**src/rtl/i2c_reg_seq_if.sv**
```systemverilog
// i2c_reg_seq_if: host request/response and byte-level I2C master command
// signals for the register-access sequencer.
// slave  : the sequencer's view (takes host requests, drives the master).
// master : the environment's view (host plus byte-level I2C master).
interface i2c_reg_seq_if;
  logic       req_valid;
  logic       req_ready;
  logic       req_rw;
  logic [6:0] req_dev;
  logic [7:0] req_reg;
  logic [7:0] req_wdata;
  logic       rsp_valid;
  logic [7:0] rsp_rdata;
  logic       rsp_err;
  logic       busy;
  logic [2:0] m_cmd;
  logic [7:0] m_din;
  logic       m_wr;
  logic       m_ready;
  logic       m_done_tick;
  logic       m_ack;
  logic [7:0] m_dout;

  modport slave (
    input  req_valid, req_rw, req_dev, req_reg, req_wdata,
    input  m_ready, m_done_tick, m_ack, m_dout,
    output req_ready, rsp_valid, rsp_rdata, rsp_err, busy,
    output m_cmd, m_din, m_wr
  );

  modport master (
    output req_valid, req_rw, req_dev, req_reg, req_wdata,
    output m_ready, m_done_tick, m_ack, m_dout,
    input  req_ready, rsp_valid, rsp_rdata, rsp_err, busy,
    input  m_cmd, m_din, m_wr
  );
endinterface

```
**src/rtl/i2c_reg_seq.sv**
```systemverilog
// i2c_reg_seq: accepts one register read/write request and walks the byte-level
// I2C master through START, address, pointer, data or RESTART+read, and STOP,
// then returns a single response (read data, NACK error flag).
// Optional feature: define I2C_SEQ_RETRY_EN to retry a NACKed device-address
// byte of the initial START up to MAX_RETRY more times (EEPROM write polling).
//
// state    | meaning
// ---------+-------------------------------------------------------------
// IDLE     | req_ready high, waiting for a host request
// START    | START condition
// DEVW     | device address with write bit
// REG      | register pointer byte
// WDATA    | write data byte (write requests only)
// RESTART  | repeated START (read requests only)
// DEVR     | device address with read bit
// READ     | read one byte, master sends NACK
// STOP     | STOP condition (normal end, error end, or retry)
// RESP     | one-cycle rsp_valid pulse
//
// Every step state has an issue phase (wait_q = 0: m_wr pending on m_ready) and
// a wait phase (wait_q = 1: wait for m_ready again, ignoring the cycle m_wr is
// high because the master's ready flag is still stale then).
module i2c_reg_seq #(
  parameter int unsigned MAX_RETRY = 3
) (
  input  logic         clk,
  input  logic         reset_n,
  i2c_reg_seq_if.slave bus
);

  localparam logic [2:0] CMD_START   = 3'b000;
  localparam logic [2:0] CMD_WRITE   = 3'b001;
  localparam logic [2:0] CMD_READ    = 3'b010;
  localparam logic [2:0] CMD_STOP    = 3'b011;
  localparam logic [2:0] CMD_RESTART = 3'b100;

  typedef enum logic [3:0] {
    S_IDLE,
    S_START,
    S_DEVW,
    S_REG,
    S_WDATA,
    S_RESTART,
    S_DEVR,
    S_READ,
    S_STOP,
    S_RESP
  } state_t;

  state_t     state_q;
  logic       wait_q;
  logic       rw_q;
  logic [6:0] dev_q;
  logic [7:0] reg_q;
  logic [7:0] wdata_q;
  logic       ack_q;
  logic       err_q;
  logic [7:0] rd_byte_q;

  logic       req_ready_q;
  logic       busy_q;
  logic       rsp_valid_q;
  logic       rsp_err_q;
  logic [7:0] rsp_rdata_q;
  logic [2:0] m_cmd_q;
  logic [7:0] m_din_q;
  logic       m_wr_q;

  state_t     next_step_d;
  logic [2:0] next_cmd_d;
  logic [7:0] next_din_d;
  logic       err_set_d;
  logic       is_wr_byte;
  logic       nack_d;
  logic       step_done;
  logic       accept;
  logic       retry_now_d;
  logic       restart_d;

  assign accept    = (state_q == S_IDLE) && bus.req_valid && req_ready_q;
  assign step_done = wait_q && !m_wr_q && bus.m_ready;

  // A done tick in the completing cycle wins over the stored ack bit.
  always_comb begin
    is_wr_byte = (state_q == S_DEVW) || (state_q == S_REG) ||
                 (state_q == S_WDATA) || (state_q == S_DEVR);
    nack_d     = is_wr_byte && (bus.m_done_tick ? bus.m_ack : ack_q);
  end

`ifdef I2C_SEQ_RETRY_EN
  localparam int RETRY_W = $clog2(MAX_RETRY + 2);

  logic [RETRY_W-1:0] retry_q;
  logic               retry_pend_q;

  // Retry decision: only the DEVW byte after a fresh START may be retried.
  always_comb begin
    retry_now_d = (state_q == S_DEVW) && nack_d &&
                  (retry_q < RETRY_W'(MAX_RETRY));
    restart_d   = (state_q == S_STOP) && retry_pend_q;
  end

  // Retry counter clears per request; pending flag turns the next STOP into a restart.
  always_ff @(posedge clk or negedge reset_n) begin
    if (!reset_n) begin
      retry_q      <= '0;
      retry_pend_q <= 1'b0;
    end else if (accept) begin
      retry_q      <= '0;
      retry_pend_q <= 1'b0;
    end else if (step_done && retry_now_d) begin
      retry_pend_q <= 1'b1;
    end else if (step_done && restart_d) begin
      retry_pend_q <= 1'b0;
      retry_q      <= retry_q + RETRY_W'(1);
    end
  end
`else
  // Without retry every NACK takes the error path.
  always_comb begin
    retry_now_d = 1'b0;
    restart_d   = 1'b0;
  end

  // MAX_RETRY has no hardware in this build; kept for a uniform instantiation.
  if (MAX_RETRY > 0) begin : g_retry_off
  end
`endif

  // Step ordering and the command/data each step presents to the master.
  always_comb begin
    next_step_d = S_IDLE;
    err_set_d   = 1'b0;
    case (state_q)
      S_START:   next_step_d = S_DEVW;
      S_DEVW: begin
        if (nack_d) begin
          next_step_d = S_STOP;
          err_set_d   = !retry_now_d;
        end else begin
          next_step_d = S_REG;
        end
      end
      S_REG: begin
        if (nack_d) begin
          next_step_d = S_STOP;
          err_set_d   = 1'b1;
        end else begin
          next_step_d = rw_q ? S_RESTART : S_WDATA;
        end
      end
      S_WDATA: begin
        next_step_d = S_STOP;
        err_set_d   = nack_d;
      end
      S_RESTART: next_step_d = S_DEVR;
      S_DEVR: begin
        if (nack_d) begin
          next_step_d = S_STOP;
          err_set_d   = 1'b1;
        end else begin
          next_step_d = S_READ;
        end
      end
      S_READ:    next_step_d = S_STOP;
      S_STOP:    next_step_d = restart_d ? S_START : S_RESP;
      default:   next_step_d = S_IDLE;
    endcase

    next_cmd_d = CMD_START;
    next_din_d = 8'h00;
    case (next_step_d)
      S_DEVW: begin
        next_cmd_d = CMD_WRITE;
        next_din_d = {dev_q, 1'b0};
      end
      S_REG: begin
        next_cmd_d = CMD_WRITE;
        next_din_d = reg_q;
      end
      S_WDATA: begin
        next_cmd_d = CMD_WRITE;
        next_din_d = wdata_q;
      end
      S_RESTART: next_cmd_d = CMD_RESTART;
      S_DEVR: begin
        next_cmd_d = CMD_WRITE;
        next_din_d = {dev_q, 1'b1};
      end
      S_READ: begin
        next_cmd_d = CMD_READ;
        next_din_d = 8'h01;
      end
      S_STOP:    next_cmd_d = CMD_STOP;
      default: begin
        next_cmd_d = CMD_START;
        next_din_d = 8'h00;
      end
    endcase
  end

  // Main sequencer: request capture, issue/wait handshake, byte capture, response.
  always_ff @(posedge clk or negedge reset_n) begin
    if (!reset_n) begin
      state_q     <= S_IDLE;
      wait_q      <= 1'b0;
      rw_q        <= 1'b0;
      dev_q       <= 7'h00;
      reg_q       <= 8'h00;
      wdata_q     <= 8'h00;
      ack_q       <= 1'b0;
      err_q       <= 1'b0;
      rd_byte_q   <= 8'h00;
      req_ready_q <= 1'b1;
      busy_q      <= 1'b0;
      rsp_valid_q <= 1'b0;
      rsp_err_q   <= 1'b0;
      rsp_rdata_q <= 8'h00;
      m_cmd_q     <= CMD_START;
      m_din_q     <= 8'h00;
      m_wr_q      <= 1'b0;
    end else begin
      m_wr_q      <= 1'b0;
      rsp_valid_q <= 1'b0;
      case (state_q)
        S_IDLE: begin
          if (accept) begin
            rw_q        <= bus.req_rw;
            dev_q       <= bus.req_dev;
            reg_q       <= bus.req_reg;
            wdata_q     <= bus.req_wdata;
            ack_q       <= 1'b0;
            err_q       <= 1'b0;
            rd_byte_q   <= 8'h00;
            req_ready_q <= 1'b0;
            busy_q      <= 1'b1;
            state_q     <= S_START;
            m_cmd_q     <= CMD_START;
            m_din_q     <= 8'h00;
            m_wr_q      <= bus.m_ready;
            wait_q      <= bus.m_ready;
          end
        end
        S_RESP: begin
          state_q     <= S_IDLE;
          req_ready_q <= 1'b1;
          busy_q      <= 1'b0;
        end
        default: begin
          if (bus.m_done_tick && is_wr_byte) begin
            ack_q <= bus.m_ack;
          end
          if (bus.m_done_tick && (state_q == S_READ)) begin
            rd_byte_q <= bus.m_dout;
          end
          if (!wait_q) begin
            m_wr_q <= bus.m_ready;
            wait_q <= bus.m_ready;
          end else if (step_done) begin
            ack_q <= 1'b0;
            if (err_set_d) begin
              err_q <= 1'b1;
            end
            if (next_step_d == S_RESP) begin
              state_q     <= S_RESP;
              rsp_valid_q <= 1'b1;
              rsp_err_q   <= err_q;
              rsp_rdata_q <= (rw_q && !err_q) ? rd_byte_q : 8'h00;
              m_cmd_q     <= CMD_START;
              m_din_q     <= 8'h00;
              wait_q      <= 1'b0;
            end else begin
              state_q <= next_step_d;
              m_cmd_q <= next_cmd_d;
              m_din_q <= next_din_d;
              m_wr_q  <= bus.m_ready;
              wait_q  <= bus.m_ready;
            end
          end
        end
      endcase
    end
  end

  assign bus.req_ready = req_ready_q;
  assign bus.busy      = busy_q;
  assign bus.rsp_valid = rsp_valid_q;
  assign bus.rsp_err   = rsp_err_q;
  assign bus.rsp_rdata = rsp_rdata_q;
  assign bus.m_cmd     = m_cmd_q;
  assign bus.m_din     = m_din_q;
  assign bus.m_wr      = m_wr_q;

endmodule

```
**src/flat_wrapper.sv**
```systemverilog
// flat-port wrapper written by rule: the top's interface ports become plain ports
module i2c_reg_seq_flat 
#(
  parameter int unsigned MAX_RETRY = 3
)
  (clk, reset_n, bus_req_valid, bus_req_rw, bus_req_dev, bus_req_reg, bus_req_wdata, bus_m_ready, bus_m_done_tick, bus_m_ack, bus_m_dout, bus_req_ready, bus_rsp_valid, bus_rsp_rdata, bus_rsp_err, bus_busy, bus_m_cmd, bus_m_din, bus_m_wr);
  i2c_reg_seq_if bus_i ();
  input  logic clk;
  input  logic reset_n;
  input wire logic [$bits(bus_i.req_valid)-1:0] bus_req_valid;
  input wire logic [$bits(bus_i.req_rw)-1:0] bus_req_rw;
  input wire logic [$bits(bus_i.req_dev)-1:0] bus_req_dev;
  input wire logic [$bits(bus_i.req_reg)-1:0] bus_req_reg;
  input wire logic [$bits(bus_i.req_wdata)-1:0] bus_req_wdata;
  input wire logic [$bits(bus_i.m_ready)-1:0] bus_m_ready;
  input wire logic [$bits(bus_i.m_done_tick)-1:0] bus_m_done_tick;
  input wire logic [$bits(bus_i.m_ack)-1:0] bus_m_ack;
  input wire logic [$bits(bus_i.m_dout)-1:0] bus_m_dout;
  output wire logic [$bits(bus_i.req_ready)-1:0] bus_req_ready;
  output wire logic [$bits(bus_i.rsp_valid)-1:0] bus_rsp_valid;
  output wire logic [$bits(bus_i.rsp_rdata)-1:0] bus_rsp_rdata;
  output wire logic [$bits(bus_i.rsp_err)-1:0] bus_rsp_err;
  output wire logic [$bits(bus_i.busy)-1:0] bus_busy;
  output wire logic [$bits(bus_i.m_cmd)-1:0] bus_m_cmd;
  output wire logic [$bits(bus_i.m_din)-1:0] bus_m_din;
  output wire logic [$bits(bus_i.m_wr)-1:0] bus_m_wr;
  assign bus_i.req_valid = bus_req_valid;
  assign bus_i.req_rw = bus_req_rw;
  assign bus_i.req_dev = bus_req_dev;
  assign bus_i.req_reg = bus_req_reg;
  assign bus_i.req_wdata = bus_req_wdata;
  assign bus_i.m_ready = bus_m_ready;
  assign bus_i.m_done_tick = bus_m_done_tick;
  assign bus_i.m_ack = bus_m_ack;
  assign bus_i.m_dout = bus_m_dout;
  assign bus_req_ready = bus_i.req_ready;
  assign bus_rsp_valid = bus_i.rsp_valid;
  assign bus_rsp_rdata = bus_i.rsp_rdata;
  assign bus_rsp_err = bus_i.rsp_err;
  assign bus_busy = bus_i.busy;
  assign bus_m_cmd = bus_i.m_cmd;
  assign bus_m_din = bus_i.m_din;
  assign bus_m_wr = bus_i.m_wr;
  i2c_reg_seq #(.MAX_RETRY(MAX_RETRY)) u_core (.clk(clk), .reset_n(reset_n), .bus(bus_i));
endmodule
```
**config.mk**
```make
export PLATFORM = sky130hd
export DESIGN_NAME = i2c_reg_seq_flat
export DESIGN_NICKNAME = d
export VERILOG_FILES = /design/src/rtl/i2c_reg_seq_if.sv /design/src/rtl/i2c_reg_seq.sv /design/src/flat_wrapper.sv
export SDC_FILE = /design/constraint.sdc
export NUM_CORES = 1
export LEC_CHECK = 0
export ABC_AREA = 1
export CORE_AREA = 2 2 77 79
export CTS_CLUSTER_DIAMETER = 30
export DETAILED_ROUTE_END_ITERATION = 16
export DIE_AREA = 0 0 79 81
export GPL_TIMING_DRIVEN = 0
export PLACE_DENSITY = 0.78
export REMOVE_ABC_BUFFERS = 1
export SLEW_MARGIN = 20
export SYNTH_ARGS = -nofsm -noshare
export SYNTH_HDL_FRONTEND = slang
export SYNTH_SLANG_ARGS = --single-unit
```
**constraint.sdc**
```tcl
create_clock -name clk -period 2.3 [get_ports clk]
set_input_delay 0.23 -clock clk [delete_from_list [all_inputs] [get_ports clk]]
set_output_delay 0.23 -clock clk [all_outputs]
set_load 0.03 [all_outputs]
```
Word-level counts from Yosys, hierarchy flattened

Index checks and enable logic that the tools add are counted.

Register bits: 63
Input port bits: 38
Output and inout bits: 24

Reductions and logical operators: 33
Eq/ne operators: 18
Muxes and demuxes: 53
Bitwise operators: 2

Operator list:

| operator                                                        | number |
|---|---|
| 8-bit 2-to-1 mux                                                | 6 |
| 8-bit one-hot mux with 5 select lines                           | 1 |
| 4-bit by 3-bit == test with 1-bit output, second input constant | 8 |
| 8-bit one-hot mux with 2 select lines                           | 2 |
| 4-bit 2-to-1 mux                                                | 7 |
| 4-bit one-hot mux with 7 select lines                           | 1 |
| 1-bit 2-to-1 mux                                                | 22 |
| 4-bit by 2-bit == test with 1-bit output, second input constant | 4 |
| 4-bit == test, second input constant                            | 4 |
| 1-bit one-hot mux with 2 select lines                           | 7 |
| 3-bit 2-to-1 mux                                                | 4 |
| 3-bit one-hot mux with 4 select lines                           | 1 |
| 2-bit nonzero test                                              | 5 |
| 1-bit logical AND                                               | 8 |
| 4-bit one-hot mux with 2 select lines                           | 1 |
| 4-bit AND reduction                                             | 2 |
| 3-bit one-hot mux with 2 select lines                           | 1 |
| 2-bit AND reduction                                             | 3 |
| 3-bit AND reduction                                             | 2 |
| 3-bit nonzero test                                              | 2 |
| 5-bit AND reduction                                             | 1 |
| 4-bit by 1-bit == test with 1-bit output, second input constant | 1 |
| 4-bit zero test                                                 | 1 |
| 2-bit OR reduction                                              | 2 |
| 6 further kinds                                                 | 10 |

Depth between registers and ports, before layout

Gate-level depths: netlist of the first run.

Depth in word-level cells: 14
Depth in mapped cells: 11
Depth with buffers taken out: 10

Least setup slack after synthesis of the first run

Ideal clock, no wire load.

Path type: reg2reg
Start point: register u_core.state_q[0]
End point: register u_core.m_cmd_q[2], in the netlist u_core.bus.m_cmd[2]
Required time: 2176 ps
Arrival time: 1316 ps
Library setup time: 124 ps
Path buffers: 1
Cell stages (with the launch flop): 10
Slack: 860 ps
Cell sequence: dfrtp_1 nor2_2 nand2_4 clkinv_4 nand3_4 a21oi_4 inv_2 buf_6 nand2_1 o31ai_1

Longest elaborated chain between the ends: 14
Elaborated cells between the ends (all ways): 40

Ends and longest elaborated chain:

| element                                                                                                     | line                                                       | text |
|---|---|---|
| from (decl)                                                                                                 | i2c_reg_seq.sv:50                                          | `state_t state_q;` |
| from (signal assigned)                                                                                      | i2c_reg_seq.sv:273                                         | `state_q <= next_step_d;` |
| 4-bit by 2-bit == test with 1-bit output                                                                    | i2c_reg_seq.sv:85, i2c_reg_seq.sv:134                      |  |
| 1-bit logical OR (2 in a row)                                                                               | i2c_reg_seq.sv:85                                          | `is_wr_byte = (state_q == S_DEVW) \|\| (state_q == S_REG) \|\|` |
| 1-bit logical OR                                                                                            | i2c_reg_seq.sv:86                                          | `(state_q == S_WDATA) \|\| (state_q == S_DEVR);` |
| 1-bit logical AND                                                                                           | i2c_reg_seq.sv:87                                          | `nack_d = is_wr_byte && (bus.m_done_tick ? bus.m_ack : ack_q);` |
| 4-bit 2-to-1 mux, on equally long branches                                                                  | i2c_reg_seq.sv:158, i2c_reg_seq.sv:137, i2c_reg_seq.sv:145 |  |
| 4-bit one-hot mux with 7 select lines                                                                       | i2c_reg_seq.sv:134                                         | `case (state_q)` |
| 4-bit by 2-bit == test with 1-bit output / 4-bit by 3-bit == test with 1-bit output (equally long branches) | i2c_reg_seq.sv:172                                         | `case (next_step_d)` |
| 4-bit OR reduction (no source line)                                                                         | n/a                                                        |  |
| 3-bit one-hot mux with 4 select lines                                                                       | i2c_reg_seq.sv:172                                         |  |
| 3-bit 2-to-1 mux                                                                                            | i2c_reg_seq.sv:264                                         | `if (next_step_d == S_RESP) begin` |
| 3-bit 2-to-1 mux                                                                                            | i2c_reg_seq.sv:259                                         | `end else if (step_done) begin` |
| 3-bit 2-to-1 mux                                                                                            | i2c_reg_seq.sv:256                                         | `if (!wait_q) begin` |
| 3-bit one-hot mux with 2 select lines                                                                       | i2c_reg_seq.sv:225                                         | `case (state_q)` |
| to (signal assigned)                                                                                        | i2c_reg_seq.sv:274                                         | `m_cmd_q <= next_cmd_d;` |
| to (decl)                                                                                                   | i2c_reg_seq.sv:65                                          | `logic [2:0] m_cmd_q;` |

Several ways; a longest one is shown, not always the timed one. The select of a mux whose other input is x is not followed.
A chain may end at the register's enable or synchronous reset.

Final worst setup path of the first run

Start point: input bus_m_done_tick
End point: register u_core.m_din_q[6], in the netlist u_core.bus.m_din[6]

Longest elaborated chain between the ends: 10
Elaborated cells between the ends (all ways): 17

Ends and longest elaborated chain:

| element                                                                                                     | line                                                       | text |
|---|---|---|
| from (decl)                                                                                                 | flat_wrapper.sv:16                                         | `input wire logic [$bits(bus_i.m_done_tick)-1:0] bus_m_done_tick;` |
| 1-bit 2-to-1 mux *                                                                                          | i2c_reg_seq.sv:87                                          |  |
| 1-bit logical AND *                                                                                         | i2c_reg_seq.sv:87                                          |  |
| 4-bit 2-to-1 mux, on equally long branches                                                                  | i2c_reg_seq.sv:158, i2c_reg_seq.sv:137, i2c_reg_seq.sv:145 |  |
| 4-bit one-hot mux with 7 select lines *                                                                     | i2c_reg_seq.sv:134                                         |  |
| 4-bit by 3-bit == test with 1-bit output / 4-bit by 2-bit == test with 1-bit output (equally long branches) | i2c_reg_seq.sv:172                                         |  |
| 8-bit one-hot mux with 5 select lines                                                                       | i2c_reg_seq.sv:172                                         |  |
| 8-bit 2-to-1 mux *                                                                                          | i2c_reg_seq.sv:264                                         |  |
| 8-bit 2-to-1 mux *                                                                                          | i2c_reg_seq.sv:259                                         |  |
| 8-bit 2-to-1 mux *                                                                                          | i2c_reg_seq.sv:256                                         |  |
| 8-bit one-hot mux with 2 select lines *                                                                     | i2c_reg_seq.sv:225                                         |  |
| to (signal assigned)                                                                                        | i2c_reg_seq.sv:275                                         | `m_din_q <= next_din_d;` |
| to (decl)                                                                                                   | i2c_reg_seq.sv:66                                          | `logic [7:0] m_din_q;` |

Mark *: on every way between the ends. The rest lies on a longest branch, timed or not. The select of a mux whose other input is x is not followed.

==> qor.yml, run 1 <==
outcome:
  status: "completed"
sta:
  period_needed_ns: 2.05
  setup_viol: 0
  maxSlewViolCount: 0
  slew_headroom_pct: 53.0
  final.setup.worst_slack_ns: 0.254
  rsz0062_at_grt: "no"
  whs_ns: 0.314
  fmax_mhz: 489
  skew_ns: 0.00924
  hold_viol: 0
  finalCritPeriodShare_pct: 89.0
  tightest_slew_ns: 0.701
synthesis:
  ys_seq_elements: 63
  ys_async_sr_fraction_pct: 100
  synth_ff_type: "dfrtp_1"
  netlist_area_um2: 2900
  yosysTopAreaCell: "dfrtp_1"
  synth_most_common_cell: "nand2_1"
  syn_area_per_cell_um2: 8.31
  synth_enable_flop_cells: 0
  ys_types: 31
  netlist_top_cells_area: "dfrtp_1 (54%), nand2_1 (20%), nand3_1 (6.9%), o21ai_0 (1.7%), inv_1 (1.7%)"
  synth.yosys.seq_area_share_pct: 54.4
  ys_top_cells_by_count: "nand2_1 (154), dfrtp_1 (62), nand3_1 (40), inv_1 (13), o21ai_0 (10)"
  yosysTopAreaCellShare_pct: 53.5
  yosys_warnings: 0
  syn_inst: 349
clock_tree:
  clock_latency_ns: 0.34
  htree_levels: 3
  clockBufferDepth: 2
  cts_tree: "done"
  cts_root_buf: "clkbuf_8"
  clk_pin_slew_worst_paths_ns: 0.07
  cts.sinks: 63
  cts_buffers: 9
placement:
  place_congestion: 0.878
  dp_hpwl_mm: 4.42
  dp_slack_ns: -0.0905
  dp.cells: 476
  port-buffer-count: 61
routing:
  wl_per_cell_um: 13.3
  vias_per_cell: 5.11
  ant_nets: 0
  drc: 0
  dr_total_vias: 2529
  first_pass_iters: 4
  drt-total-wl_mm: 6.60
  first_iter_violations: 170
finish:
  seq_area_um2: 1580
  num_antenna_cells: 0
  n_fill_cell: 497
  fin_cells: 495
  nets: 453
  multi_input_area_um2: 1170
  synthToLayoutAreaGrowth_pct: 31.3
  drive_above_1_share_pct: 11.9
  final_util_pct: 67.1
global_routing:
  grtUsageMet2_pct: 36.8
  grt_usage_pct: 22.7
  grt_max_degree: 44
  gr-usage-met1_pct: 30.6
  grt_pass1_vias: 2391
  grt_pass1_wl_mm: 11.1
  globalRouteOverflowTotal: 0
  busiest_layer: "met2"
  grtUsageMet3_pct: 5.11
  antenna_found_initial: 0
power_and_ir_drop:
  irDropWorstVdd_v: 0.000659
  p_per_area_nw_per_um2: 1280
  total_power_w: 0.00488
  p_leak_nw: 1.92
floorplanning:
  die_width_um: 79
  die-area_um2: 6400
  start_util_pct: 51.1
  row_count: 28
  die-height_um: 81
  num_io_pins: 62
  coreArea_um2: 5680
hold_path:
  min_path_type: "in2async"
worst_setup_path:
  end_kind: "register"
  cp_max_fo: 13
  worstPathRequired_ns: 2.58
  cp.arrival_ns: 2.33
  path_class: "in2reg"
  critPathLaunchType: "input port"
job:
  maxCapViolations: 0
layout make-up:
type                            instances  area share [%]
Sequential cell                        63            41.5
Multi-Input combinational cell        252            30.6
Timing Repair Buffer                   65            17.2
Clock buffer                            9            3.25
Inverter                               24            2.53
Clock inverter                          7            2.50
Tap cell                               75            2.47
cells in the final DEF (no fill, tap or decap), drive strengths merged, types with 9 or more instances in the layout:
cell           count
dfrtp             62
a21oi             10
nand3             42
nand2            158
clkbuf             9
o21ai             13
nor2              14
inv               23
clkdlybuf4s50     60
power breakdown:
part           internal (W)  switching, W  total, W
logic              0.000733       0.00130   0.00204
clock network      0.000611      0.000455   0.00107
registers           0.00152      0.000258   0.00178
worst max-delay path, stage by stage:
cell             delay, ns
clkdlybuf4s50_1       0.77
inv_2                 0.05
nand2_1               0.10
nand2_2               0.12
a21oi_1               0.19
nand2_1               0.10
nor2_2                0.39
nand3_1               0.14
nand2_1               0.09
nand2_1               0.07
nand2_1               0.06
flip-flops by register name (all words and copies together) (netlist names), 3 cells and up:
name                  cells
u_core.bus.m_cmd          3
u_core.rd_byte_q          8
u_core.bus.m_din          8
u_core.bus.rsp_rdata      8
u_core.state_q            4
u_core.wdata_q            8
u_core.dev_q              7
u_core.reg_q              8
timing repair:
item                                    CTS  global route
pin swaps                                 0             1
resized for setup                         1             0
hold endpoints to repair                 19             0
endpoints found under the setup margin    1            11
hold buffers                              1             0
setup buffers                             0             2
gates cloned                              0             0
through the flow:
step | area, µm² | setup TNS (ns)
after floorplan | 2830 | 0
after global placement | 3540 | -60.69
after detailed placement | 3560 | -0.514
after CTS | 3790 | 0
after global routing | 3810 | 0
final | 3810 | 0
metal layers:
layer / wire length, µm / share of wire [%] / vias to the layer above
met3: 375 / 5.7 / 6
met4: 68 / 1.0 / 0
li1: - / - / 1257
met1: 2970 / 45 / 1185
met5: 0 / 0 / -
met2: 3180 / 48 / 81
cell families (layout without fill, tap and decap cells):
family                 after synthesis  in the layout  synth area share (%)
and+or+nand+nor                    217            217                  32.2
DFF                                 63             63                  54.4
AOI/OAI and AO/OA                   35             35                  7.86
buffers and inverters               34            105                  5.52
path summary, 6_finish.rpt:
kind	endpoint	startpoint	depth (start not counted)	slack, ns
setup / recovery	u_core.bus.m_din[6]$_DFFE_PN0P_	bus_m_done_tick	11	0.25
hold / removal	u_core.state_q[2]$_DFFE_PN0P_	reset_n	2	0.31
setup reg to reg	u_core.bus.m_cmd[2]$_DFFE_PN0P_	u_core.state_q[0]$_DFFE_PN0P_	7	0.28
hold reg to reg	u_core.bus.busy$_DFFE_PN0P_	u_core.bus.busy$_DFFE_PN0P_	2	0.48
max in group asynchronous	u_core.bus.m_din[3]$_DFFE_PN0P_	reset_n	3	1.48
min in group clk	u_core.reg_q[4]$_DFFE_PN0P_	bus_req_reg[4]	3	0.42
(Power assumes the default switching activity.)
==> run 2: changes to the inputs <==
- PLACE_DENSITY: 0.78 -> 0.86
- SKIP_LAST_GASP: unset -> 1
==> run 2 against run 1 <==
Effect of this change: via count is 1.5% higher; largest power group unchanged; design area is 0.13% lower; critical path depth stayed put; die area stayed put; highest routed layer unchanged; wire length is 2.1% higher; combinational power hardly changed; first-iteration DRC count is 4.7% lower; clock skew is 0.0038 ns lower; flip-flop and latch count stayed put; sequential power hardly changed; global-route usage is 0.32 points higher.
==> qor.yml, run 2 (synthesized netlist as in run 1, its figures left out) <==
power_and_ir_drop:
  p_leak_nw: 1.91
  p_per_area_nw_per_um2: 1290
  irDropWorstVdd_v: 0.000678
finish:
  final_common_cell: "nand2_1"
  n_fill_cell: 494
  nets: 452
  layout_common_cells: "nand2_1 (154), dfrtp_1 (62), clkdlybuf4s50_1 (60)"
  postLayoutCellArea_um2: 3800
  drive_above_1_share_pct: 11.7
  synthToLayoutAreaGrowth_pct: 31.1
  num_antenna_cells: 0
worst_setup_path:
  path_class: "in2reg"
  r2r-start: "u_core.state_q[0]$_DFFE_PN0P_"
  cp.arrival_ns: 2.31
  cp_max_fo: 13
  r2r_slack_ns: 0.29
  critPathLaunchType: "input port"
  worstRegToRegCells: 7
  end_kind: "register"
  worstPathRequired_ns: 2.58
  r2r_end: "u_core.bus.m_cmd[2]$_DFFE_PN0P_"
clock_tree:
  cts_tree: "done"
  clk_pin_slew_worst_paths_ns: 0.07
  cts_root_buf: "clkbuf_8"
  cts.sinks: 63
  htree_levels: 3
  clock_latency_ns: 0.34
  clockBufferDepth: 2
  cts_buffers: 9
sta:
  finalCritPeriodShare_pct: 88.1
  final.setup.worst_slack_ns: 0.274
  period_needed_ns: 2.03
  tightest_slew_ns: 0.688
  rsz0062_at_grt: "no"
  skew_ns: 0.00545
  fmax_mhz: 494
  slew_headroom_pct: 53.9
  hold_viol: 0
  maxSlewViolCount: 0
  setup_viol: 0
outcome:
  status: "completed"
floorplanning:
  die_width_um: 79
  coreArea_um2: 5680
  start_util_pct: 51.1
  die-area_um2: 6400
  row_count: 28
  num_io_pins: 62
  die-height_um: 81
global_routing:
  grt_max_degree: 43
  globalRouteOverflowTotal: 0
  antenna_found_initial: 0
  grt_usage_pct: 23.0
  grt_pass1_wl_mm: 11.3
  grt_pass1_vias: 2427
placement:
  place_congestion: 0.889
  dp_hpwl_mm: 4.56
  dp_slack_ns: -0.0544
  dpl_cell_area_um2: 3560
  port-buffer-count: 61
hold_path:
  min_path_type: "in2async"
routing:
  drc: 0
  first_iter_violations: 162
  first_pass_iters: 4
  wl_per_cell_um: 13.6
  vias_per_cell: 5.20
  ant_nets: 0
  drt-total-wl_mm: 6.73
  dr_total_vias: 2567
job:
  maxCapViolations: 0
[run 2: cell count changes in the layout (fill, tap and decap cells not counted), sizes merged]
cell / change
buf: -1
clkinvlp: +1
inv: -1
[run 2: stage by stage]
stage	instances	hold slack [ns]	setup TNS [ns]	util [%]	total power, W
after floorplan	339	-0.0656	0	-	0.00312
after global placement	475	0.456	-59.33	62.3	0.00373
after detailed placement	476	0.138	-0.296	62.7	0.00380
after CTS	493	0.306	0	66.8	0.00490
after global routing	494	0.329	0	67.0	0.00525
final	494	0.310	0	67.0	0.00490
[run 2: worst max path at each step]
stage,startpoint,to,slack (ns),cells past startpoint
3_3_place_gp,reset_n,u_core.bus.busy$_DFFE_PN0P_,-0.95,1
2_1_floorplan,u_core.state_q[0]$_DFFE_PN0P_,u_core.bus.rsp_err$_DFFE_PN0P_,0.52,6
3_5_place_dp,bus_req_valid,u_core.wdata_q[7]$_DFFE_PN0P_,-0.05,5
6_report,bus_m_done_tick,u_core.bus.m_din[5]$_DFFE_PN0P_,0.27,11
4_1_cts,u_core.state_q[0]$_DFFE_PN0P_,u_core.bus.rsp_err$_DFFE_PN0P_,0.05,6
5_1_grt,u_core.state_q[0]$_DFFE_PN0P_,u_core.bus.m_cmd[2]$_DFFE_PN0P_,0.1,7
[run 2: layout make-up]
cell class | count | area [µm²] | share of cell area, %
sequential | 63 | 1580 | 41.5
multi-input combinational | 252 | 1170 | 30.7
timing repair buffer | 64 | 646 | 17.0
clock buffer | 9 | 124 | 3.26
clock inverter | 7 | 97.6 | 2.57
inverter | 24 | 96.3 | 2.53
tap | 75 | 93.8 | 2.47
[run 2: critical path: stages]
cell and delay [ns]:
clkdlybuf4s50_1 0.78, inv_2 0.04, nand2_1 0.11, nand2_2 0.12
a21oi_1 0.16, nand2_1 0.11, nor2_2 0.39, nand3_1 0.16
nand2_1 0.11, nand2_1 0.05, nand2_1 0.05
[run 2: timing repair]
item,CTS,global route
hold buffers,1,0
hold endpoints to repair,21,0
endpoints found under the setup margin,2,11
gates cloned,0,0
resized for setup,1,0
pin swaps,0,1
buffers inserted,0,1
[run 2: per-layer routing]
| layer | global-route usage (%) | wire (µm) | up-vias |
|---|---|---|---|
| li1 | - | - | 1254 |
| met1 | 28.7 | 2950 | 1211 |
| met2 | 37.9 | 3290 | 87 |
| met3 | 5.89 | 350 | 15 |
| met4 | 10.5 | 142 | 0 |
| met5 | 0 | 0 | - |
[run 2: power breakdown]
part           internal, W  switching, W
logic             0.000718       0.00132
clock network     0.000611      0.000454
registers          0.00152      0.000274
